### config.mk
export PLATFORM = sky130hd
export DESIGN_NAME = pipe_hazard_ctrl
export DESIGN_NICKNAME = d
export VERILOG_FILES = /design/src/rtl/pipe_hazard_ctrl.sv
export SDC_FILE = /design/constraint.sdc
export NUM_CORES = 1
export LEC_CHECK = 0
export BUFFER_PORTS_ARGS = -buffer_cell sky130_fd_sc_hd__buf_4
export CORE_AREA = 2 2 39 41
export CTS_CLUSTER_SIZE = 28
export DETAILED_ROUTE_END_ITERATION = 12
export DIE_AREA = 0 0 41 43
export PLACE_DENSITY_LB_ADDON = 0.12
export SYNTH_ARGS = -nofsm -noshare
export SYNTH_HDL_FRONTEND = slang
export SYNTH_SLANG_ARGS = --single-unit
### constraint.sdc
create_clock -name clk -period 1.9 [get_ports clk]
set_input_delay 0.57 -clock clk [delete_from_list [all_inputs] [get_ports clk]]
set_output_delay 0.57 -clock clk [all_outputs]
set_load 0.02 [all_outputs]
### src/rtl/pipe_hazard_ctrl.sv
// Stall/flush sequencer for the five-stage in-order pipeline, with a one-deep fetch tracker.
// Optional stall-cycle counter port perf_stall_cnt is enabled by defining PIPE_HAZARD_PERF_EN.
module pipe_hazard_ctrl #(
  parameter int PERF_CNT_W = 32
) (
  input  logic       clk,
  input  logic       reset,
  input  logic       ireq_fire,
  input  logic       iresp_valid,
  input  logic       load_use,
  input  logic       md_busy,
  input  logic       dresp_pending,
  input  logic       redirect,
  input  logic       trap,
  output logic       stallF,
  output logic       stallD,
  output logic       stallE,
  output logic       stallM,
  output logic       flushD,
  output logic       flushE,
  output logic       flushM,
  output logic       flushW,
  output logic       drop_iresp,
  output logic [1:0] ctrl_state
`ifdef PIPE_HAZARD_PERF_EN
  ,
  output logic [PERF_CNT_W-1:0] perf_stall_cnt
`endif
);

  typedef enum logic [1:0] {
    RUN   = 2'd0,
    IWAIT = 2'd1,
    IDROP = 2'd2
  } state_e;

  state_e state, state_nxt;

  logic stall_mem, stall_ex, stall_id;
  logic trap_eff, redirect_eff, fetch_ok;

  assign stall_mem    = dresp_pending;
  assign stall_ex     = dresp_pending | md_busy;
  assign stall_id     = stall_ex | load_use;
  assign trap_eff     = trap & ~dresp_pending;
  assign redirect_eff = redirect & ~stall_ex & ~trap_eff;
  assign fetch_ok     = iresp_valid & ((state == IWAIT) | ((state == RUN) & ireq_fire));

  // NOTE: sequential state uses non-blocking assignments so every register samples pre-edge values.
  always_ff @(posedge clk) begin
    if (!reset) state <= RUN;
    else        state <= state_nxt;
  end

  // NOTE: every always_comb output gets a default first, so no path can infer a latch.
  always_comb begin
    state_nxt = state;
    case (state)
      RUN: begin
        if (ireq_fire && !iresp_valid)
          state_nxt = (redirect_eff || trap_eff) ? IDROP : IWAIT;
      end
      IWAIT: begin
        if (iresp_valid)                      state_nxt = RUN;
        else if (redirect_eff || trap_eff)    state_nxt = IDROP;
      end
      IDROP: begin
        if (iresp_valid) state_nxt = RUN;
      end
      default: state_nxt = RUN;
    endcase
  end

  always_comb begin
    stallF     = 1'b0;
    stallD     = 1'b0;
    stallE     = 1'b0;
    stallM     = 1'b0;
    flushD     = 1'b0;
    flushE     = 1'b0;
    flushM     = 1'b0;
    flushW     = 1'b0;
    drop_iresp = 1'b0;
    if (!reset) begin
      flushD = 1'b1;
      flushE = 1'b1;
      flushM = 1'b1;
      flushW = 1'b1;
    end else begin
      drop_iresp = (state == IDROP) & iresp_valid;
      if (trap_eff) begin
        flushD = 1'b1;
        flushE = 1'b1;
        flushM = 1'b1;
        flushW = 1'b1;
      end else if (redirect_eff) begin
        flushD = 1'b1;
        flushE = 1'b1;
      end else begin
        stallM = stall_mem;
        stallE = stall_ex;
        stallD = stall_id;
        stallF = stall_id | ~fetch_ok;
        flushW = stall_mem;
        flushM = md_busy & ~stall_mem;
        flushE = load_use & ~stall_ex;
        // A stalled IF/ID holds its instruction; only an unstalled one takes a bubble.
        flushD = ~fetch_ok & ~stall_id;
      end
    end
  end

  assign ctrl_state = state;

`ifdef PIPE_HAZARD_PERF_EN
  always_ff @(posedge clk) begin
    if (!reset)      perf_stall_cnt <= '0;
    else if (stallF) perf_stall_cnt <= perf_stall_cnt + PERF_CNT_W'(1);
  end
`endif

endmodule
==> results.ini <==
[sta]
fin_ws_ns=-0.156
clock.fmax_ghz=0.486
setup_violations=2
maxSlewHeadroom=0.845
tightest_slew_ns=0.230
hold_slack_ns=0.532
fin_setup_tns_ns=-0.233
rsz0062_at_grt=yes
finalCriticalPeriod_ns=2.06
final.period_utilization=1.08
finClkSkew_ns=0.00602
hold_viol=0
slew_viol_final=0

[synthesis]
syn_nets=37
synthCells=28
ys_seq_elements=2
ys_seq_area_frac=0.190
synth_warnings=0
syn_avg_cell_area_um2=7.51
yosysTopAreaCell=dfxtp_1
syn_area_um2=210
synth_cell_types=20
synth_area_leaders=dfxtp_1 19%, nor2b_1 8.9%, nor2_1 7.1%
yosys.area.top_type_share=0.190

[pwr]
comb_power_share=0.412
vdd_drop_max_uv=305
power.internal_uw=166
p_leak_uw=0.000218
p_switching_uw=70.1
swShare=0.297
pwr_density_cell_nw_per_um2=521
pwr-share-seq=0.190
clock_power_share=0.398

[clock_tree]
cts_tree=done
clk_latency_ns=0.23
root_buffer=clkbuf_4
htreeDepth=1
cts_buffer_depth=2
holdBufCountCts=0
cts_inserted_buffers=3
path_clk_slew_ns=0.03
cts_sinks=2
cts_setup_buffers=0

[worst_setup_path]
startpoint_type=input pin
path_class=input pin to output port
critPathMaxFanout=3
crit_required_ns=1.33
critPathArrivalTime_ns=1.49
crit_path_end_kind=output port

[drt]
drtIter0Drc=2
drt-total-wl_um=668
num_vias=293
wl_per_cell_um=9.82
drc_errors=0
viasPerCell=4.31
antenna_left=0
firstDrtPassIters=2

[final_layout]
finish.utilization=0.327
largest_reg_flops=2
syn_to_final_growth_pct=115
final_cell_count_no_fill=68
mostFrequentLayoutCells=17 x buf_4, 5 x buf_6, 4 x nor2_1, 3 x clkbuf_4
n_antenna_cell=0
nNetsFinal=63
final_common_cell=buf_4
drive_gt1_frac=0.577

[place]
dp_cells=65
dp.final_hpwl_um=537
dp_slack_ns=-0.187
portBuffers=19
routabilityCongestion=0.614

[grt]
antenna_found_initial=0
gr-usage-all-layers=0.0930
grt_max_degree=13
grt_pass1_vias=273
grt_pass1_wl_um=1050
grt_overflow_total=0

[floorplan]
rows=14
die_h_um=43
initial_core_util=0.152
core_um2=1380
die_width_um=41
io_pins=20
dieArea_um2=1760

[status]
violations=setup timing
status=finished, violations left

[worst_hold_path]
min_path_type=input pin to flip-flop

[flow_run]
maxCapViolCount=0

layout make-up:
| type | count | area, um^2 |
|---|---|---|
| clock buffers | 3 | 22.5 |
| repair buffers | 22 | 184 |
| inverters | 1 | 3.75 |
| fillers | 157 | 931 |
| flip-flops and latches | 2 | 40.0 |
| well taps | 16 | 20.0 |
| multi-input cells | 24 | 183 |
critical path, cell delays in order:
cell and delay, ns:
buf_6 0.09, or3_4 0.38, o311a_1 0.31, buf_6 0.13
repair_timing:
item,CTS,global route
pin swaps,2,1
endpoints found under the setup margin,4,3
cloned,0,0
resized for setup,9,0
stage by stage:
stage	cell area (um^2)	power, uW
floorplan	210	87.7
global placement	392	132
detailed placement	392	133
CTS	453	242
global route	453	254
finish	453	236
synthesized netlist by cell type, drive strengths merged:
library cell  count
o211ai            1
nor4b             1
clkbuf            1
nand3             1
and2              1
nor3b             1
o21bai            2
o21ai             1
nor2              4
nor2b             3
inv               1
o311a             1
o21ba             1
a32o              1
or3               1
and3              2
nand2             2
o21a              1
dfxtp             2
cell families (layout without fill, tap and decap cells):
| group | Yosys count | count (layout) | synth area share |
|---|---|---|---|
| simple gates | 16 | 16 | 0.446 |
| flops | 2 | 2 | 0.190 |
| buf+inv | 2 | 26 | 0.0357 |
| compound gates | 8 | 8 | 0.327 |
per-layer routing:
layer / vias up / track usage / wire (um)
met5: - / 0 / 0
met4: 0 / 0.0600 / 0
met3: 0 / 0.0628 / 74
met2: 14 / 0.134 / 324
met1: 129 / 0.0921 / 270
li1: 150 / - / -
power groups by stage:
stage	logic [uW]	registers (uW)	clock network (uW)
floorplan	40.2	47.4	0
global placement	87.0	45.4	0
detailed placement	88.1	45.4	0
CTS	98.6	44.9	98.8
global route	105	45.2	104
finish	97.1	44.9	93.9
worst paths after layout:
| kind | startpoint | end | slack [ns] | depth (start not counted) |
|---|---|---|---|---|
| hold reg to reg | ctrl_state[0] | ctrl_state[1] | 0.68 | 2 |
| hold / removal | iresp_valid | ctrl_state[0] | 0.53 | 2 |
| setup reg to reg | ctrl_state[0] | ctrl_state[1] | 0.84 | 4 |
| setup / recovery | dresp_pending | stallF | -0.16 | 4 |
No activity file was read; power rests on OpenSTA's default activity.
